## src/rtl/axi4_dma_write.sv

```systemverilog
// AXI4 write-side DMA engine: issues a programmed sequence of INCR bursts of
// deterministic beat-index data and collects every write response.
module axi4_dma_write #(
  parameter int unsigned DATA_BYTES = 64
) (
  input  logic                      clk,
  input  logic                      reset,
  output logic                      io_axi_awvalid,
  input  logic                      io_axi_awready,
  output logic [63:0]               io_axi_awaddr,
  output logic                      io_axi_awid,
  output logic [7:0]                io_axi_awlen,
  output logic [2:0]                io_axi_awsize,
  output logic [1:0]                io_axi_awburst,
  output logic                      io_axi_wvalid,
  input  logic                      io_axi_wready,
  output logic [DATA_BYTES*8-1:0]   io_axi_wdata,
  output logic [DATA_BYTES-1:0]     io_axi_wstrb,
  output logic                      io_axi_wlast,
  input  logic                      io_axi_bvalid,
  output logic                      io_axi_bready,
  input  logic                      io_axi_bid,
  input  logic [1:0]                io_axi_bresp,
  input  logic [63:0]               io_start_addr,
  input  logic [7:0]                io_len_burst,
  input  logic [31:0]               io_num_burst,
  input  logic [7:0]                io_stride,
  output logic [31:0]               io_cnt_clk,
  output logic [31:0]               io_cnt_err,
  input  logic                      io_ap_start,
  output logic                      io_ap_ready,
  output logic                      io_ap_done,
  output logic                      io_ap_idle
);

  localparam int unsigned DATA_W    = DATA_BYTES * 8;
  localparam int unsigned SIZE_LOG2 = $clog2(DATA_BYTES);
  localparam int unsigned REP       = DATA_W / 32;

  typedef enum logic [2:0] {
    S_IDLE,
    S_ADDR,
    S_DATA,
    S_RESP,
    S_FIN
  } state_t;

  state_t        r_state;
  state_t        w_state_nxt;

  logic          r_awvalid;
  logic          r_wvalid;
  logic          r_bready;
  logic          r_done;
  logic          r_idle;
  logic          w_awvalid_nxt;
  logic          w_wvalid_nxt;
  logic          w_bready_nxt;
  logic          w_done_nxt;
  logic          w_idle_nxt;

  logic [63:0]   r_awaddr;
  logic [7:0]    r_len;
  logic [31:0]   r_num;
  logic [7:0]    r_stride;
  logic [31:0]   r_burst_cnt;
  logic [7:0]    r_beat;
  logic [31:0]   r_beat_idx;
  logic          r_wlast;
  logic [31:0]   r_cnt_clk;
  logic [31:0]   r_cnt_err;

  logic          w_start_acc;
  logic          w_aw_hs;
  logic          w_w_hs;
  logic          w_b_hs;
  logic          w_last_burst;
  logic [63:0]   w_stride_bytes;
  logic          w_unused;

  assign w_start_acc    = (r_state == S_IDLE) && io_ap_start;
  assign w_aw_hs        = r_awvalid && io_axi_awready;
  assign w_w_hs         = r_wvalid && io_axi_wready;
  assign w_b_hs         = r_bready && io_axi_bvalid;
  assign w_last_burst   = (r_burst_cnt == (r_num - 32'd1));
  assign w_stride_bytes = 64'(r_stride) << SIZE_LOG2;
  assign w_unused       = io_axi_bid;

  // Next-state and registered-output decode
  always_comb begin
    w_state_nxt = r_state;
    case (r_state)
      S_IDLE: begin
        if (io_ap_start) begin
          w_state_nxt = (io_num_burst == 32'd0) ? S_FIN : S_ADDR;
        end
      end
      S_ADDR: begin
        if (w_aw_hs) w_state_nxt = S_DATA;
      end
      S_DATA: begin
        if (w_w_hs && r_wlast) w_state_nxt = S_RESP;
      end
      S_RESP: begin
        if (w_b_hs) w_state_nxt = w_last_burst ? S_FIN : S_ADDR;
      end
      S_FIN:   w_state_nxt = S_IDLE;
      default: w_state_nxt = S_IDLE;
    endcase

    w_awvalid_nxt = (w_state_nxt == S_ADDR);
    w_wvalid_nxt  = (w_state_nxt == S_DATA);
    w_bready_nxt  = (w_state_nxt == S_RESP);
    w_done_nxt    = (w_state_nxt == S_FIN);
    w_idle_nxt    = (w_state_nxt == S_IDLE);
  end

  always_ff @(posedge clk) begin
    if (reset) begin
      r_state   <= S_IDLE;
      r_awvalid <= 1'b0;
      r_wvalid  <= 1'b0;
      r_bready  <= 1'b0;
      r_done    <= 1'b0;
      r_idle    <= 1'b1;
    end else begin
      r_state   <= w_state_nxt;
      r_awvalid <= w_awvalid_nxt;
      r_wvalid  <= w_wvalid_nxt;
      r_bready  <= w_bready_nxt;
      r_done    <= w_done_nxt;
      r_idle    <= w_idle_nxt;
    end
  end

  // Job parameters, address/beat tracking and measurement counters
  always_ff @(posedge clk) begin
    if (reset) begin
      r_awaddr    <= 64'd0;
      r_len       <= 8'd0;
      r_num       <= 32'd0;
      r_stride    <= 8'd0;
      r_burst_cnt <= 32'd0;
      r_beat      <= 8'd0;
      r_beat_idx  <= 32'd0;
      r_wlast     <= 1'b0;
      r_cnt_clk   <= 32'd0;
      r_cnt_err   <= 32'd0;
    end else if (w_start_acc) begin
      r_awaddr    <= io_start_addr;
      r_len       <= io_len_burst;
      r_num       <= io_num_burst;
      r_stride    <= io_stride;
      r_burst_cnt <= 32'd0;
      r_beat      <= 8'd0;
      r_beat_idx  <= 32'd0;
      r_wlast     <= 1'b0;
      r_cnt_clk   <= 32'd0;
      r_cnt_err   <= 32'd0;
    end else begin
      if (r_state != S_IDLE) r_cnt_clk <= r_cnt_clk + 32'd1;

      // wlast is precomputed so it is valid on the first beat of a burst
      if (w_aw_hs) r_wlast <= (r_len == 8'd0);

      if (w_w_hs) begin
        r_beat_idx <= r_beat_idx + 32'd1;
        if (r_wlast) begin
          r_beat  <= 8'd0;
          r_wlast <= 1'b0;
        end else begin
          r_beat  <= r_beat + 8'd1;
          r_wlast <= ((r_beat + 8'd1) == r_len);
        end
      end

      if (w_b_hs) begin
        r_burst_cnt <= r_burst_cnt + 32'd1;
        r_awaddr    <= r_awaddr + w_stride_bytes;
        if (io_axi_bresp != 2'b00) r_cnt_err <= r_cnt_err + 32'd1;
      end
    end
  end

  assign io_axi_awvalid = r_awvalid;
  assign io_axi_awaddr  = r_awaddr;
  assign io_axi_awid    = 1'b0;
  assign io_axi_awlen   = r_len;
  assign io_axi_awsize  = 3'(SIZE_LOG2);
  assign io_axi_awburst = 2'b01;
  assign io_axi_wvalid  = r_wvalid;
  assign io_axi_wdata   = {REP{r_beat_idx}};
  assign io_axi_wstrb   = {DATA_BYTES{1'b1}};
  assign io_axi_wlast   = r_wlast;
  assign io_axi_bready  = r_bready;
  assign io_cnt_clk     = r_cnt_clk;
  assign io_cnt_err     = r_cnt_err;
  assign io_ap_ready    = r_done;
  assign io_ap_done     = r_done;
  assign io_ap_idle     = r_idle;

endmodule

```

## config.mk

```make
export PLATFORM = sky130hd
export DESIGN_NAME = axi4_dma_write
export DESIGN_NICKNAME = d
export VERILOG_FILES = /design/src/rtl/axi4_dma_write.sv
export SDC_FILE = /design/constraint.sdc
export NUM_CORES = 1
export LEC_CHECK = 0
export CAP_MARGIN = 20
export CORE_AREA = 2 2 330 332
export CTS_CLUSTER_DIAMETER = 80
export DETAILED_ROUTE_END_ITERATION = 6
export DIE_AREA = 0 0 332 334
export PLACE_DENSITY = 0.45
export RECOVER_POWER = 25
export SKIP_LAST_GASP = 1
export SLEW_MARGIN = 5
export SYNTH_ARGS = -nofsm -noshare
export SYNTH_HDL_FRONTEND = slang
export SYNTH_SLANG_ARGS = --single-unit
```

## constraint.sdc

```tcl
create_clock -name clk -period 3.3 [get_ports clk]
set_clock_uncertainty 0.1 [all_clocks]
set_input_delay 0.825 -clock clk [delete_from_list [all_inputs] [get_ports clk]]
set_output_delay 0.825 -clock clk [all_outputs]
set_load 0.01 [all_outputs]
```

==> results.json <==
{
  "worst-path-max-fanout": 8,
  "synth_seq_area_share_pct": 30.23,
  "power.share.combinational_pct": 15.1,
  "drc": 0,
  "synth_seq_cells": 257,
  "power_per_cell_area_nw_per_um2": 357.8,
  "floorplan.die.height_um": 334,
  "cp_data_arrival_time_ns": 3.51,
  "p_total_w": 0.008811,
  "hold_viol": 0,
  "cts_num_sinks": 257,
  "routed_via_density": 3.729,
  "floorplan.die_area_um2": 110900,
  "leakage_nw": 8.819,
  "globalplace.congestion": 0.7777,
  "detail_route.iter0.violations": 577,
  "dp.cells": 3888,
  "synthDistinctLibCells": 64,
  "wire_per_inst_um": 17.11,
  "pin_count": 846,
  "type_of_origin_of_the_critical_path": "flop",
  "placement_rows": 121,
  "overflow_left_after_global_routing": 0,
  "final_max_slew_viols": 0,
  "clock_power_share_pct": 46.6,
  "yosys_warnings": 0,
  "status": "complete, no violations",
  "switching_share_pct": 28.35,
  "final.fill_count": 11930,
  "largest_net_degree_at_the_start_of_global_routing": 66,
  "critical_path_required_ns": 3.68,
  "cts_max_path_buffers": 3,
  "min_period_over_period_pct": 94.75,
  "grt.total_usage_pct": 11.65,
  "final_cell_mix": "clkdlybuf4s50_1 (713), dfxtp_1 (257), nor2_1 (230), nand2_1 (200), xor2_1 (143)",
  "final_net_count": 2649,
  "number_of_global_route_vias_before_repair": 14020,
  "hpwlAfterDp_mm": 54.17,
  "postRouteWirelength_mm": 67.66,
  "fmax_mhz": 319.8,
  "core_um2": 107800,
  "place_area_um2": 23390,
  "worstSkewPairLatency_ns": 0.58,
  "most_frequent_standard_cell_in_the_layout_excluding_fill_and_tap_cells": "clkdlybuf4s50_1",
  "max_slew_margin_pct": 4.999,
  "die_width_um": 332,
  "inserted_clock_buffers": 37,
  "antenna_found_initial": 1,
  "worst_setup_hold_path_clk_slew_ns": 0.06,
  "hold_path_class": "reg2reg",
  "tritoncts": "done",
  "internal_power_w": 0.006313,
  "area_used_by_multi_input_combinational_logic_um2": 7605,
  "setup.worst_path.class": "reg2reg",
  "net-switching-power_w": 0.002498,
  "floorplan.initialDensity_pct": 15.79,
  "final_setup_vio_count": 0,
  "finalWorstPathRequiredPeriod_ns": 3.127,
  "non_filler_instance_count_after_layout": 3955,
  "syn-cell-area_um2": 17020,
  "antenna-diode-count": 0,
  "root_buffer": "clkbuf_16",
  "unrepaired_setup_endpoints_after_global_routing": "no",
  "synth_enable_flop_cells": 0,
  "cp_capture_type": "flop",
  "grt_pass1_wl_mm": 97.34,
  "cts.htree.levels": 2,
  "synth_cells": 2143,
  "design_area_um2": 24620,
  "ant_nets": 0,
  "route.vias.total": 14750,
  "post_route_cells_drive_above_1_share_pct": 8.028,
  "dominantRegCellSynth": "dfxtp_1",
  "asyncSetResetFlopFracSynth_pct": 0,
  "post_synth.cell_area_avg_um2": 7.942,
  "pwr-share-seq_pct": 38.2,
  "setup_total_negative_slack_ns": 0,
  "firstDrtPassIters": 4,
  "place.port_buffers": 774,
  "flow.area_growth_from_synthesis_pct": 44.67,
  "layout.area.seq_um2": 5145,
  "timing_worst_slew_pin_value_ns": 1.425,
  "cap_violations": 0,
  "post-cts-setup-buffer-count": 0,
  "vdd_ir_drop_max_uv": 253.0
}
[power by group through the flow]
stage / clock (W) / sequential (W) / combinational (W)
3_3_place_gp: 0 / 0.00344 / 0.00137
6_report: 0.00411 / 0.00337 / 0.00133
4_1_cts: 0.00428 / 0.00337 / 0.00137
5_1_grt: 0.00437 / 0.00339 / 0.00147
3_5_place_dp: 0 / 0.00344 / 0.00136
2_1_floorplan: 0 / 0.00344 / 0.000753
[worst paths after layout]
check | endpoint | slack, ns | depth (start not counted) | startpoint
hold / removal | io_axi_awaddr[1] | 0.35 | 2 | io_axi_awaddr[1]
hold reg to reg | io_axi_awaddr[1] | 0.35 | 2 | io_axi_awaddr[1]
setup reg to reg | io_axi_awvalid | 0.17 | 8 | r_num[6]
setup / recovery | io_axi_awvalid | 0.17 | 8 | r_num[6]
[cells in the mapped netlist (3+ instances only)]
cell type / count / share of area, %
nor2_1: 230 / 5.1
buf_6: 3 / 0.20
a31oi_1: 7 / 0.26
ha_1: 14 / 1.0
buf_4: 551 / 24
nand2_1: 201 / 4.4
o21ai_0: 24 / 0.71
nand2b_1: 7 / 0.26
o211a_1: 5 / 0.29
nor4b_1: 3 / 0.15
o31ai_1: 5 / 0.22
o21a_1: 3 / 0.13
clkbuf_1: 76 / 1.7
or2_2: 4 / 0.15
nand3_1: 68 / 2.0
xor2_1: 143 / 7.4
nor4_1: 30 / 1.1
and2_1: 10 / 0.37
mux2i_1: 4 / 0.24
or4_1: 5 / 0.22
buf_1: 5 / 0.11
nand4_1: 56 / 2.1
nand3b_1: 5 / 0.22
nor4_2: 4 / 0.29
dfxtp_1: 257 / 30
a211oi_1: 50 / 2.2
xnor2_1: 79 / 4.1
inv_1: 21 / 0.46
a21oi_1: 87 / 2.6
and3_1: 29 / 1.1
nor3b_1: 3 / 0.13
nor3_1: 47 / 1.4
nor2b_1: 8 / 0.29
a311oi_1: 9 / 0.46
o211ai_1: 3 / 0.13
or3_1: 27 / 0.99
nand4b_1: 3 / 0.15
and4_1: 22 / 1.1
[area by class of cell]
| class | count | area share, % |
|---|---|---|
| sequential | 257 | 20.90 |
| clock inverter | 13 | 0.6301 |
| clock buffer | 54 | 4.431 |
| tap | 1414 | 7.186 |
| timing repair buffer | 900 | 35.65 |
| multi-input combinational | 1296 | 30.89 |
| inverter | 21 | 0.3202 |
[registers in the layout, indices dropped and copies added, names as in the netlist, 3 cells and up]
| signal | cells |
|---|---|
| r_stride | 8 |
| io_axi_awaddr | 64 |
| r_num | 32 |
| r_beat | 8 |
| r_burst_cnt | 32 |
| io_axi_awlen | 8 |
| r_beat_idx | 32 |
| io_cnt_err | 32 |
| io_cnt_clk | 32 |
| r_state | 3 |
[cells by family after synthesis]
| logic type | count (synthesis) | share of synthesized area [%] |
|---|---|---|
| mux | 5 | 0.3014 |
| fa+ha+maj | 15 | 1.147 |
| other cells | 2 | 0.04413 |
| xor+xnor | 222 | 11.42 |
| flops | 257 | 30.23 |
| simple gates | 773 | 22.20 |
| compound gates | 211 | 7.837 |
| buf+inv | 658 | 26.81 |
[routing by layer]
layer	wire length (µm)	vias to the layer above	track usage, %
li1	-	7335	-
met1	28890	6928	14.11
met2	33700	438	20.67
met3	4107	46	2.783
met4	958	0	2.698
met5	0	-	0
[worst max-delay path, stage by stage, from the launching register on]
cell and delay (ns):
dfxtp_1 0.39, or4_1 0.69, nor3_2 0.31, o2111a_1 0.23
a21oi_1 0.09, or4_1 0.56, nor4_4 0.36, nor3_1 0.10
and2_1 0.18
[through the flow]
step / util, % / hold slack, ns / worst slack (ns)
detailed placement: 21.70 / 0.3506 / -0.7949
CTS: 22.86 / 0.3596 / 0.1070
global placement: 21.70 / 0.3444 / -0.8287
finish: 22.84 / 0.3538 / 0.1732
floorplan: - / 0.3400 / 0.4083
global route: 22.84 / 0.3672 / 0.02089
[timing repair]
| action | CTS | global route |
|---|---|---|
| cloned | 0 | 0 |
| hold buffers | 0 | 0 |
| resized for setup | 1 | 4 |
| setup endpoints to repair | 4 | 16 |
No activity file was read; power rests on OpenSTA's default activity.
